## config.mk

```make
export PLATFORM = sky130hd
export DESIGN_NAME = uart_tx_sched
export DESIGN_NICKNAME = d
export VERILOG_FILES = /design/src/rtl/uart_tx_sched.sv
export SDC_FILE = /design/constraint.sdc
export NUM_CORES = 1
export LEC_CHECK = 0
export ABC_CLOCK_PERIOD_IN_PS = 1800
export CAP_MARGIN = 40
export CORE_ASPECT_RATIO = 0.5
export CORE_MARGIN = 2
export CORE_UTILIZATION = 31
export DETAILED_ROUTE_END_ITERATION = 10
export PLACE_DENSITY = 0.84
export SLEW_MARGIN = 0
export SYNTH_ARGS = -nofsm -noshare
export SYNTH_HDL_FRONTEND = slang
export SYNTH_SLANG_ARGS = --single-unit
```

## constraint.sdc

```tcl
create_clock -name clk -period 1.8 [get_ports clk]
set_clock_uncertainty 0.05 [all_clocks]
set_input_delay 0.45 -clock clk [delete_from_list [all_inputs] [get_ports clk]]
set_output_delay 0.45 -clock clk [all_outputs]
set_load 0.03 [all_outputs]
```

## src/rtl/uart_tx_sched.sv

```systemverilog
// Bus-master sequencer: programs the UART baud divisors after reset, then
// round-robin shares the UART transmit register between two byte requesters.
module uart_tx_sched #(
    parameter logic [31:0] BASE_ADDR = 32'h0000_0000,
    parameter logic [7:0]  DIV0      = 8'd18,
    parameter logic [7:0]  DIV1      = 8'd65
) (
    input  logic        clk,
    input  logic        resetn,
    input  logic        req0_valid,
    input  logic [7:0]  req0_data,
    output logic        req0_ready,
    input  logic        req1_valid,
    input  logic [7:0]  req1_data,
    output logic        req1_ready,
    output logic [31:0] addr,
    output logic        read,
    output logic        write,
    output logic [2:0]  size,
    output logic [31:0] wdata,
    input  logic [31:0] rdata,
    input  logic        ready,
    output logic        init_done,
    output logic        busy
);

    typedef enum logic [2:0] {
        INIT_A,
        INIT_D,
        IDLE,
        POLL_A,
        POLL_D,
        WR_A,
        WR_D
    } state_t;

    localparam logic [31:0] ADDR_BAUD   = BASE_ADDR;
    localparam logic [31:0] ADDR_STATUS = BASE_ADDR + 32'h4;
    localparam logic [31:0] ADDR_DATA   = BASE_ADDR + 32'h8;
    localparam logic [31:0] BAUD_WORD   = {16'h0000, DIV1, DIV0};
    localparam logic [2:0]  SIZE_WORD   = 3'b010;
    localparam logic [2:0]  SIZE_BYTE   = 3'b000;

    state_t      state;
    state_t      state_nxt;
    logic [7:0]  txbyte;
    logic        last_grant;
    logic        gnt0;
    logic        gnt1;
    logic        handshake;
    logic        txf;
    logic        unused_rdata;

    logic [31:0] addr_c;
    logic        read_c;
    logic        write_c;
    logic [2:0]  size_c;
    logic [31:0] wdata_c;

    assign txf          = rdata[1];
    assign unused_rdata = ^{rdata[31:2], rdata[0]};

    // last_grant == 1 means requester 1 won the previous arbitration
    assign gnt0      = (state == IDLE) && req0_valid && (!req1_valid || last_grant);
    assign gnt1      = (state == IDLE) && req1_valid && (!req0_valid || !last_grant);
    assign handshake = gnt0 || gnt1;

    always_ff @(posedge clk) begin
        if (!resetn) begin
            state      <= INIT_A;
            txbyte     <= '0;
            last_grant <= 1'b1;
            init_done  <= 1'b0;
        end else begin
            state <= state_nxt;
            if (handshake) begin
                txbyte     <= gnt1 ? req1_data : req0_data;
                last_grant <= gnt1;
            end
            if ((state == INIT_D) && ready) begin
                init_done <= 1'b1;
            end
        end
    end

    always_comb begin
        state_nxt = state;
        addr_c    = '0;
        read_c    = 1'b0;
        write_c   = 1'b0;
        size_c    = '0;
        wdata_c   = '0;
        case (state)
            INIT_A: begin
                write_c = 1'b1;
                addr_c  = ADDR_BAUD;
                size_c  = SIZE_WORD;
                wdata_c = BAUD_WORD;
                if (ready) state_nxt = INIT_D;
            end
            INIT_D: begin
                addr_c  = ADDR_BAUD;
                size_c  = SIZE_WORD;
                wdata_c = BAUD_WORD;
                if (ready) state_nxt = IDLE;
            end
            IDLE: begin
                if (handshake) state_nxt = POLL_A;
            end
            POLL_A: begin
                read_c = 1'b1;
                addr_c = ADDR_STATUS;
                size_c = SIZE_WORD;
                if (ready) state_nxt = POLL_D;
            end
            POLL_D: begin
                addr_c = ADDR_STATUS;
                size_c = SIZE_WORD;
                if (ready) state_nxt = txf ? POLL_A : WR_A;
            end
            WR_A: begin
                write_c = 1'b1;
                addr_c  = ADDR_DATA;
                size_c  = SIZE_BYTE;
                wdata_c = {24'h0, txbyte};
                if (ready) state_nxt = WR_D;
            end
            WR_D: begin
                addr_c  = ADDR_DATA;
                size_c  = SIZE_BYTE;
                wdata_c = {24'h0, txbyte};
                if (ready) state_nxt = IDLE;
            end
            default: state_nxt = INIT_A;
        endcase
    end

    // The state register already sits in INIT_A while resetn is low, so the
    // decode is masked to keep the bus quiet for the whole reset cycle.
    assign addr       = resetn ? addr_c  : '0;
    assign read       = resetn && read_c;
    assign write      = resetn && write_c;
    assign size       = resetn ? size_c  : '0;
    assign wdata      = resetn ? wdata_c : '0;
    assign req0_ready = resetn && gnt0;
    assign req1_ready = resetn && gnt1;
    assign busy       = !resetn || (state != IDLE);

endmodule

```

# ---- After elaboration in Yosys (flattened, before gate mapping)
# Index checks and enable logic that the tools add are counted.
dict set report totals {
  out_inout_bits 73
  ff_bits 13
  inputBits 53
}
dict set report classes {
  muxes 17
  reduce_logical 25
  n_eq_ne 13
}
# cell count
set op_table {}
lappend op_table {{$mux W32} 2}
lappend op_table {{$pmux W15 S2} 1}
lappend op_table {{$mux W3} 8}
lappend op_table {{$pmux W3 S6} 1}
lappend op_table {{$ne A2 B2 Y1 const B} 5}
lappend op_table {{$reduce_or A2 Y1} 5}
lappend op_table {{$eq A3 B3 Y1 const B} 3}
lappend op_table {{$logic_and A1 B1 Y1} 9}
lappend op_table {{$mux W8} 1}
lappend op_table {{$pmux W4 S2} 1}
lappend op_table {{$eq A3 B2 Y1 const B} 2}
lappend op_table {{$reduce_and A6 Y1} 1}
lappend op_table {{$logic_not A1 Y1} 4}
lappend op_table {{$logic_or A1 B1 Y1} 4}
lappend op_table {{$reduce_or A4 Y1} 1}
lappend op_table {{$eq A3 B1 Y1 const B} 1}
lappend op_table {{$logic_not A3 Y1} 1}
lappend op_table {{$ne A3 B2 Y1 const B} 1}
lappend op_table {{$mux W1} 2}
lappend op_table {{$mux W2} 1}
lappend op_table {{$ne A2 B1 Y1 const B} 1}

# ---- Depth between registers and ports, before layout
dict set report depth {
  ltp_word 6
  ltp_mapped 5
}

# ---- Worst setup path before layout
# Ideal clock, no wire load.
dict set report synth_timing {
  path_type {register to output}
  from {register state[0]}
  to {output req0_ready}
  t_arrival_ns 1.463
  required_time_ns 1.300
  slack_ns -0.163
  stages_incl_launch_ff 5
  cell_sequence {dfxtp_1 buf_6 nor3b_4 nand2_1 nor2_1}
}
dict set report synth_via {
  elab_chain_cells 4
}
# element line
set synth_rtl {}
lappend synth_rtl {{from (decl)} 44} ;# state_t state;
lappend synth_rtl {{from (signal assigned)} 75} ;# state <= state_nxt;
lappend synth_rtl {{$eq A3 B2 Y1} 64} ;# assign gnt0 = (state == IDLE) && req0_valid && (!req1_valid || last_grant);
lappend synth_rtl {{$logic_and A1 B1 Y1 (2 in a row)} 64}
lappend synth_rtl {{$logic_and A1 B1 Y1} 145} ;# assign req0_ready = resetn && gnt0;
lappend synth_rtl {{to (decl)} 12} ;# output logic req0_ready,
# Every way passes these cells.

# ---- Final worst setup path
dict set report layout_timing {
  from {register state[1]}
  to {output wdata[1]}
}
dict set report layout_via {
  elab_chain_cells 4
  elab_cells_between_ends 8
}
# element line
set layout_rtl {}
lappend layout_rtl {{$eq A3 B3 Y1, or another cell as far along} 93} ;# case (state)
lappend layout_rtl {{$reduce_or A2 Y1 (no source line)} n/a}
lappend layout_rtl {{$pmux W15 S2 *} 93}
lappend layout_rtl {{$mux W32 *} 144} ;# assign wdata = resetn ? wdata_c : '0;
lappend layout_rtl {{to (decl)} 20} ;# output logic [31:0] wdata,
# Every way passes the cells marked *; elsewhere a longest branch is shown, timed or not.

==> summary.md <==
| Metric | Value |
|---|---|
| CTS clk-pin slew, worst paths | `0.06 ns` |
| Post-Syn Area | `1330 µm²` |
| Total CTS buffers | `3` |
| Syn Area/Cell | `7.76 µm²` |
| Slowest-stage cell, CP | `dfxtp_2` |
| Post-route setup TNS | `-0.0372 ns` |
| Site row count | `16` |
| Crit path launch | `state[1]` |
| Syn-to-layout area delta | `39.6%` |
| Max-slew violations | `0` |
| Final core utilization | `0.463` |
| CTS sink cnt | `13` |
| Core area | `4000 µm²` |
| Total GRT Usage | `0.138` |
| Die Wd | `96.5 µm` |
| Lkg Pwr | `0.906 nW` |
| Congestion Overflow GR | `0` |
| Sequential area share after synthesis | `0.196` |
| DRT iter0 DRCs | `49` |
| Worst setup SP type | `flop` |
| Placer Congestion | `0.849` |
| #FFs+latches synth | `13` |
| First-pass GRT wire length | `5.22 mm` |
| Max IR drop VDD | `0.181 mV` |
| Status | `complete, but fails checks` |
| Maximum buffer depth of the clock tree | `2` |
| Vias in the first global route | `1,118` |
| H-tree depth | `1` |
| WL final | `3.31 mm` |
| Root buf cell | `clkbuf_8` |
| Crit. End Element | `primary output` |
| Largest net degree at the start of global routing | `10` |
| Failing checks | `negative setup slack` |
| Total number of vias | `1,218` |
| Initial antenna violation count | `0` |
| DRT met1 WL | `1.15 mm` |
| Share of layout cells above drive strength 1 | `0.326` |
| Starting Density | `0.331` |
| Commonest non-fill, non-tap cell in the layout | `conb_1` |
| Diode count | `0` |
| Worst r2r src | `state[0]` |
| Die Area | `4850 µm²` |
| CTS tree | `yes` |
| Max Clock Freq | `0.551 GHz` |
| IO Port Bufs | `40` |
| CP dominant cell by count | `buf_6` |
| Synth warn | `0` |
| Max-Cap Viols | `0` |
| WP data arrival | `1.32 ns` |
| Hold Crit Class | `flop to flop` |
| Final worst path period share | `1.01` |
| Pwr dens | `599 nW/µm²` |
| WL per Instance | `11.9 µm` |
| Cells along the critical path | `buf_6 -> nor2b_4 -> and3_1 -> o21a_1 -> buf_6` |
| Clock latency on the worst-skew pair | `0.25 ns` |
| Remaining antenna violation count after routing | `0` |
| DR pass1 iterations | `4` |
| Final WS setup | `-0.0159 ns` |
| Residual DRC | `0` |
| Slowest stage delay, CP | `0.34 ns` |
| Vias per std cell | `4.38` |
| Routed wl met2 | `1.88 mm` |
| Final worst path period need | `1.82 ns` |
| # nets final | `278` |
| Setup CP Type | `flop to primary output` |
| Netlist cell types | `33` |
| Met3 WL | `192 µm` |
| Num ports | `126` |
| Non-Filler Instances | `278` |
| Setup violations, final | `3` |
| Syn Inst Count | `171` |
| Hold_sp | `txbyte[3]` |
| Placed cell count | `269` |
| Commonest cells after routing, fill and taps aside | `54 x conb_1, 21 x buf_6, 18 x clkdlybuf4s50_1, 18 x buf_4, 15 x nand2_1` |
| RSZ-0062 raised after global routing | `yes` |
| Max FO, Critical Path | `5` |
| Final Hold Viols | `0` |
| Uppermost layer routed | `met4` |
| Chip Height | `50.3 µm` |
| Post-detail-place hpwl | `2.43 mm` |
| WP data required | `1.30 ns` |
metal layers:
metal | global-route usage | up-vias
met4 | 0.0540 | 0
met3 | 0.0360 | 10
li1 | - | 564
met2 | 0.264 | 50
met5 | 0 | -
met1 | 0.143 | 594
through the flow:
| stage | worst slack, ns | total power, mW | hold WS (ns) | area, µm² |
|---|---|---|---|---|
| final | -0.0159 | 1.11 | 0.437 | 1850 |
| after detailed placement | -0.290 | 0.780 | 0.413 | 1610 |
| after floorplan | -0.0914 | 0.749 | 0.397 | 1540 |
| after global routing | -0.0750 | 1.15 | 0.457 | 1850 |
| after global placement | -0.286 | 0.767 | 0.399 | 1610 |
| after CTS | -0.0198 | 1.09 | 0.420 | 1770 |
what timing repair did:
action / in CTS / in global routing
resized for setup: 29 / 22
pin swaps: 4 / 9
buffers inserted: 5 / 0
endpoints found under the setup margin: 18 / 16
hold buffers: 0 / 0
state kept, by name (all words and copies together), names as in the netlist:
| signal | cells |
|---|---|
| last_grant | 1 |
| state | 3 |
| txbyte | 8 |
| init_done | 1 |
logic make-up (layout without fill, tap and decap cells):
kind of cell / Yosys count / after routing / synth area share
AO/OA/AOI/OAI: 28 / 28 / 0.156
XOR/XNOR: 1 / 1 / 0.00660
buffers and inverters: 75 / 75 / 0.386
flip-flops: 13 / 13 / 0.196
other: 1 / 54 / 0.00283
AND/OR/NAND/NOR: 53 / 53 / 0.253
critical path, delay by kind of cell, from the launching register on:
kind,cells,cell delay [ns]
flip-flops,1,0.34
AND/OR/NAND/NOR,2,0.28
buffers and inverters,2,0.27
AO/OA/AOI/OAI,1,0.18
worst paths after layout:
path,to,slack (ns),cells past startpoint
max,wdata[1],-0.02,5
min,txbyte[3],0.44,2
max reg2reg,txbyte[6],0.28,4
min reg2reg,txbyte[3],0.44,2
cells in the mapped netlist (all sizes together):
library cell  count  share of area
nand2b            1         0.0047
o21a              4          0.023
nor3              9          0.064
buf              62           0.35
conb              1         0.0028
a21boi            1         0.0057
a31oi             2         0.0094
nand2            16          0.045
a21oi             6          0.023
o211a             1         0.0075
and3b             1         0.0066
nand3b            1          0.015
and3              5          0.024
or2               1         0.0047
o22ai             1         0.0047
nor2b             3          0.014
clkbuf            3         0.0085
a21bo             1         0.0075
or3b              1         0.0066
inv              10          0.028
a221oi            8          0.053
nor3b             2          0.020
and2              6          0.028
xor2              1         0.0066
nor2              7          0.020
o2bb2ai           1         0.0066
dfxtp            13           0.20
o2111a            1         0.0085
o21ai             2         0.0075
layout make-up:
cell class	count	area [µm²]
fillers	342	2150
multi-input cells	136	841
clock buffers	4	45.0
inverters	10	37.5
repair buffers	61	592
flip-flops and latches	13	269
well taps	54	67.6
power breakdown:
group / leakage (nW) / internal, mW / switching, mW / total (mW)
Clock: 0.0228 / 0.157 / 0.113 / 0.270
Combinational: 0.775 / 0.184 / 0.321 / 0.504
Sequential: 0.108 / 0.312 / 0.0226 / 0.335
Power figures use the tool's default switching activity.
